===== config.mk =====
export PLATFORM = sky130hd
export DESIGN_NAME = copy_read_dispatcher
export DESIGN_NICKNAME = d
export VERILOG_FILES = /design/src/rtl/copy_read_dispatcher.sv
export SDC_FILE = /design/constraint.sdc
export NUM_CORES = 1
export LEC_CHECK = 0
export CAP_MARGIN = 15
export CORE_ASPECT_RATIO = 0.7
export CORE_MARGIN = 4
export CORE_UTILIZATION = 52
export CTS_BUF_LIST = sky130_fd_sc_hd__clkbuf_8
export CTS_CLUSTER_SIZE = 10
export DETAILED_ROUTE_END_ITERATION = 10
export PLACE_DENSITY = 0.82
export SKIP_LAST_GASP = 1
export SLEW_MARGIN = 20
export SYNTH_ARGS = -nofsm -noshare
export SYNTH_HDL_FRONTEND = slang
export SYNTH_SLANG_ARGS = --single-unit

===== constraint.sdc =====
create_clock -name clk -period 4.7 [get_ports clk]
set_input_delay 0.94 -clock clk [delete_from_list [all_inputs] [get_ports clk]]
set_output_delay 0.94 -clock clk [all_outputs]
set_load 0.02 [all_outputs]

===== src/rtl/copy_read_dispatcher.sv =====
// copy_read_dispatcher: splits a copy command into per-line ram block reads and re-injects retried tokens
module copy_read_dispatcher #(
  parameter int ADDR_W = 16,
  parameter int LEN_W  = 7
) (
  input  logic                clk,
  input  logic                rst_n,
  input  logic                flush,
  input  logic                cmd_valid,
  output logic                cmd_ready,
  input  logic [ADDR_W-1:0]   cmd_des_addr,
  input  logic [ADDR_W-1:0]   cmd_offset,
  input  logic [LEN_W-1:0]    cmd_length,
  input  logic                retry_valid,
  output logic                retry_ready,
  input  logic [3:0]          retry_block,
  input  logic [ADDR_W+16:0]  retry_token,
  output logic [15:0]         rd_valid,
  output logic [ADDR_W-8:0]   rd_address,
  output logic [7:0]          rd_mask,
  output logic [ADDR_W-1:0]   rd_offset,
  output logic                busy
);
  localparam int LINE_W = ADDR_W - 3;
  typedef enum logic {IDLE, SPLIT} state_t;
  state_t              state;
  logic [LINE_W-1:0]   cur_line, last_line;
  logic [2:0]          first_byte, last_byte;
  logic [ADDR_W-1:0]   offset;
  logic                first;
  logic [ADDR_W-1:0]   src_addr, end_addr;
  logic [2:0]          lo, hi;
  logic [7:0]          split_mask;
  logic                cmd_take;
  assign cmd_ready   = (state == IDLE) & ~flush;
  assign retry_ready = ~flush;
  assign busy        = state != IDLE;
  assign src_addr    = cmd_des_addr - cmd_offset;
  assign end_addr    = src_addr + {{(ADDR_W-LEN_W){1'b0}}, cmd_length} - ADDR_W'(1);
  assign cmd_take    = cmd_valid & cmd_ready & (cmd_length != '0) & (cmd_offset != '0);
  assign lo          = first ? first_byte : 3'd0;
  assign hi          = (cur_line == last_line) ? last_byte : 3'd7;
  // byte k of a line sits at mask bit 7-k, so lo clears the top bits and hi the bottom ones
  assign split_mask  = (8'hFF >> lo) & (8'hFF << (3'd7 - hi));
  // issue slot: retries beat new splits; a dropped zero-length/zero-offset command never leaves IDLE
  always_ff @(posedge clk) begin
    if (!rst_n) begin
      state      <= IDLE;
      cur_line   <= '0;
      last_line  <= '0;
      first_byte <= '0;
      last_byte  <= '0;
      offset     <= '0;
      first      <= 1'b0;
      rd_valid   <= '0;
      rd_address <= '0;
      rd_mask    <= '0;
      rd_offset  <= '0;
    end else if (flush) begin
      state    <= IDLE;
      rd_valid <= '0;
    end else begin
      rd_valid <= '0;
      if (retry_valid) begin
        rd_valid   <= 16'd1 << retry_block;
        rd_address <= retry_token[ADDR_W+16:ADDR_W+8];
        rd_mask    <= retry_token[ADDR_W+7:ADDR_W];
        rd_offset  <= retry_token[ADDR_W-1:0];
      end else if (state == SPLIT) begin
        rd_valid   <= 16'd1 << cur_line[3:0];
        rd_address <= cur_line[LINE_W-1:4];
        rd_mask    <= split_mask;
        rd_offset  <= offset;
        first      <= 1'b0;
        cur_line   <= cur_line + LINE_W'(1);
        state      <= (cur_line == last_line) ? IDLE : SPLIT;
      end
      if (cmd_take) begin
        cur_line   <= src_addr[ADDR_W-1:3];
        last_line  <= end_addr[ADDR_W-1:3];
        first_byte <= src_addr[2:0];
        last_byte  <= end_addr[2:0];
        offset     <= cmd_offset;
        first      <= 1'b1;
        state      <= SPLIT;
      end
    end
  end
endmodule


# Word level (Yosys, flattened, before mapping)
# Cells that the tools add are included.
[totals] register_bits=99 input_bits=81 elab_cells=58 out_inout_bits=52
[op_classes] bitwise_logic=8 shift=4 add_sub_neg=5 n_reduce_logical=8 eq_ne=2 mux=20
[ops] op="$mux W16" count=4
[ops] op="$mux W13" count=3
[ops] op="$shl A1 B4 Y16 const A" count=2
[ops] op="$mux W9" count=2
[ops] op="$add A16 B7 Y16" count=1
[ops] op="$mux W8" count=2
[ops] op="$reduce_bool A16 Y1" count=1
[ops] op="$sub A16 B1 Y16 const B" count=1
[ops] op="$sub A16 B16 Y16" count=1
[ops] op="$add A13 B1 Y13 const B" count=1
[ops] op="$eq A13 B13 Y1" count=1
[ops] op="$and A8 B8 Y8" count=1
[ops] op="$shl A8 B3 Y8 const A" count=1
[ops] op="$shr A8 B3 Y8 const A" count=1
[ops] op="$mux W1" count=7
[ops] op="$reduce_bool A7 Y1" count=1
[ops] op="$mux W3" count=2
[ops] op="$and A1 B1 Y1" count=4
[ops] op="$reduce_and A2 Y1" count=2
[ops] op="$reduce_bool A2 Y1" count=2
[ops] op="$not A1 Y1" count=3
[ops] op="$reduce_and A3 Y1" count=1
[ops] op="$sub A3 B3 Y3 const A" count=1
[ops] op="$ne A2 B1 Y1 const B" count=1
[ops] op="$reduce_or A2 Y1" count=1

# Longest topological paths before layout
[depth] depth_word=7 depth_mapped=19 ltp_nobuf=19

# Worst setup path after synthesis
# OpenSTA, ideal clock, no wires.
[synth_timing] path_kind="input port to flip-flop" from="input cmd_des_addr[0]" to="register last_line[12]" arrival_ns=4.231 setup_slack_ns=0.395 n_path_buf=0 required_time_ns=4.626 path_stages=18 setup_ns=0.074 cell_sequence="inv_1 > ha_1 > fa_1 > ha_1 > inv_1 > ha_1 > inv_1 > fa_1 > nor2b_1 > o21ai_0 > nand2b_1 > a211o_1 > a21oi_1 > maj3_2 > o311a_1 > a211o_1 > a21o_1 > a31oi_1"
[synth_between] elab_chain_len=3
[synth_rtl] item="start, declared" line="11" source="input logic [ADDR_W-1:0] cmd_des_addr,"
[synth_rtl] item="$sub A16 B16 Y16" line="38" source="assign src_addr = cmd_des_addr - cmd_offset;"
[synth_rtl] item="$add A16 B7 Y16" line="39" source="assign end_addr = src_addr + {{(ADDR_W-LEN_W){1'b0}}, cmd_length} - ADDR_W'(1);"
[synth_rtl] item="$sub A16 B1 Y16" line="39"
[synth_rtl] item="end signal, assigned" line="80" source="last_line <= end_addr[ADDR_W-1:3];"
[synth_rtl] item="end, declared" line="27" source="logic [LINE_W-1:0] cur_line, last_line;"
# No other way between the ends.
# A chain may end at the register's enable or synchronous reset.

# Worst setup path in the final report
[layout_timing] from="input cmd_offset[1]" to="register last_line[12]"
[layout_between] elab_chain_len=3 elab_cells_between_ends=6 cone_classes="add/sub (3); bitwise (1); reduce/logical (2)"
[layout_rtl] item="start, declared" line="12" source="input logic [ADDR_W-1:0] cmd_offset,"
[layout_rtl] item="$sub A16 B16 Y16 or $reduce_bool A16 Y1 (tied branches)" line="38, 40"
[layout_rtl] item="$add A16 B7 Y16 or $and A1 B1 Y1 (tied branches)" line="39, 40"
[layout_rtl] item="$sub A16 B1 Y16 or $reduce_and A2 Y1 (tied branches)"
# Parallel ways exist; a longest one is shown, timed or not.

==> impl_results.md <==
* Status: finished, final reports clean
* Routed vias at 5897
* Die Width at 134.6 um
* Core area at 10970 um^2
* Flip-flop and latch count after synthesis at 99
* Vias in the first global route at 5467
* First-pass GRT wire length at 27.70 mm
* DR WL/cell at 17.05 um
* Pwr/cell area at 312.1 nW/um^2
* Slowest CP cell: clkdlybuf4s50_1
* Synth top area share at 0.3395
* Critical path arrival at 4.81 ns
* Rows at 32
* Worst-Margin Slew at 1.013 ns
* Largest area contributor in the netlist: dfxtp_1
* Die area at 13010 um^2
* Adder-cell share of the synthesized area at 0.08810
* Crit share post-route at 0.9576
* Setup TNS at 0 ns
* XOR/XNOR share of the synthesized area at 0.07331
* Antenna violations before repair at 0
* Yosys warning count at 0
* Nets at 1000
* Synth Area in Simple Gates at 0.1820
* Syn Inst Count at 729
* Clock latency on the worst-skew pair at 0.38 ns
* Area of the multi-input gates at 3521 um^2
* Overflow after GRT at 0
* FF+latch area at 1982 um^2
* Final Core Density at 0.7062
* Initial core utilization at 0.5320
* RSZ-0062 raised after global routing: no
* H-Tree Depth at 3
* Most frequent cell after synthesis: dfxtp_1
* Drt pass-1 iters at 5
* Max_cap viols at 0
* PnR Total Power at 2.418 mW
* Combinational family with the most area after synthesis: compound AO/OA/AOI/OAI gates
* Crit end category: flop
* Detail Placement HPWL at 13.59 mm
* Crit Path Max Fanout at 3
* Via/cell ratio at 5.681
* Largest cells by area after synthesis: dfxtp_1 34%, ha_1 7.9%, nor2_1 6.2%
* Reg2reg start: cur_line[2]
* Rel. slew slack at 0.3234
* Max Clk Rate at 0.2222 GHz
* Worst clock skew at 0.01827 ns
* CTS tree: yes
* Total CTS buffers at 9
* DRC violations left at 0
* Max VDD drop at 0.1815 mV
* CTS sink cnt at 99
* Synth Cell Area at 5837 um^2
* Mux share of post-synthesis cell area at 0.04459
* RD Place Congestion at 0.9279
* ANT cells at 0
* Post-synth top flop: dfxtp_1
* Fin. max-slew vios at 0
* Class of the worst hold path: reg -> reg
* Drt total wl at 17.70 mm
* Startpoint Class: input port
* Area Overhead vs Synth at 32.73%
* Post-synth EDFFs at 0
* Syn nets at 849
* Setup CP Type: in -> reg
* Hold Crit Start: offset[13]
* Clk pin slew, worst setup/hold paths at 0.11 ns
* Synth Area in Compound Gates at 0.2120
* Max incr delay on CP at 0.47 ns
* Cell mode on critical path: ha_1
* Period minus WS final at 4.501 ns
* Root Buffer: clkbuf_8
* WP data required at 5.01 ns
* Syn Area/Cell at 8.007 um^2
* Yosys cell types at 56
* Fillcell total at 865
* I/O pins at 133
* Max clock buf depth at 2
* Leak pwr at 3.213 nW
* Final hold vios at 0
* Die Ht at 96.64 um
* Gr usage total at 0.2608
* Crit-path cells: clkdlybuf4s50_1, inv_1, ha_1, nor2b_1, o31a_2, a21o_1, ha_1, inv_1, ha_1, nor2b_1, o21ai_0, nand2b_1, a211o_1, a21oi_1, maj3_2, o311a_1, a211o_1, a21o_1, a31oi_1
* Initial DRC count at 603
* Finish-stage setup viols at 0
* Critical Path Source: cmd_offset[1]
* Share of cells above drive strength 1 at 0.08249
* IO buf count at 132
* Register area share after synthesis at 0.3395
* Largest net degree at the start of global routing at 57
* Antenna viol nets, final at 0
* Asr flop ratio synth at 0
* Post-synth top cells: 99 x dfxtp_1, 96 x nor2_1, 79 x nand2_1, 58 x inv_1, 47 x a21oi_1
## registers in the layout, summed over array words and instances, names as in the netlist, 8 cells and up
register,cells
last_line,13
rd_address,9
rd_valid,16
cur_line,13
rd_mask,8
rd_offset,16
offset,16
## critical path: cells and delay by family
| kind | cells | cell delay (ns) |
|---|---|---|
| buffers and inverters | 3 | 0.56 |
| adders and majority gates | 4 | 1.16 |
| and+or+nand+nor | 3 | 0.37 |
| AOI/OAI and AO/OA | 9 | 1.75 |
## final cells by class
| cell class | instances | share of cell area |
|---|---|---|
| repair buffers | 175 | 0.2116 |
| well taps | 153 | 0.02471 |
| clock buffers | 9 | 0.01599 |
| multi-input cells | 536 | 0.4545 |
| inverters | 59 | 0.02859 |
| clock inverters | 7 | 0.008882 |
| flip-flops and latches | 99 | 0.2558 |
## power breakdown
part	total [mW]	switching (mW)	leakage, nW	internal, mW
combinational	0.927	0.474	2.30	0.453
clock	0.541	0.333	0.0968	0.207
sequential	0.950	0.0526	0.811	0.897
## logic make-up after synthesis
group | after synthesis
AND/OR/NAND/NOR | 243
AO/OA/AOI/OAI | 179
flip-flops | 99
buffers and inverters | 94
XOR/XNOR | 48
adder cells (fa/ha/maj) | 40
multiplexers | 26
## what timing repair did
action	in CTS	in global routing
setup endpoints to repair	0	3
buffers inserted	0	2
hold buffers	0	0
resized for setup	0	5
endpoints found under the hold margin	0	0
## placed cells by master (no fill, tap or decap), types with 7 or more instances in the layout
master	instances
nand2_1	79
a211oi_1	44
a22oi_1	9
dfxtp_1	99
a21o_1	7
clkdlybuf4s50_1	131
a21oi_1	46
buf_4	43
ha_1	36
a32oi_1	8
o21ai_0	17
inv_1	58
nor2_1	95
o211ai_1	7
xnor2_1	28
nor4_1	8
clkbuf_8	9
nand3_1	7
xor2_1	19
nor3_1	16
mux2i_1	26
## path summary, 6_finish.rpt
path                         to  slack [ns]  depth (start not counted)
setup / recovery  last_line[12]        0.20                         19
hold / removal       offset[13]        0.46                          2
setup reg to reg     rd_mask[6]        2.14                          8
hold reg to reg      offset[13]        0.46                          2
## metrics by stage
step           cells  worst slack (ns)  instance area, um^2  hold slack (ns)
4_1_cts         1036            0.1472                 7721           0.4634
6_report        1038            0.1992                 7747           0.4646
3_3_place_gp    1020           -0.1313                 7528           0.4447
3_5_place_dp    1020           -0.2523                 7528           0.4501
2_1_floorplan    729            0.3951                 5837           0.4357
5_1_grt         1038           0.03832                 7747           0.4871
## layer usage
| metal | GRT usage | vias up | wire length [um] |
|---|---|---|---|
| met5 | 0 | - | 0 |
| met4 | 0.06964 | 0 | 280 |
| met3 | 0.05198 | 26 | 1695 |
| met2 | 0.3711 | 306 | 7350 |
| met1 | 0.3990 | 2716 | 8377 |
| li1 | - | 2849 | - |
(Power assumes the default switching activity.)
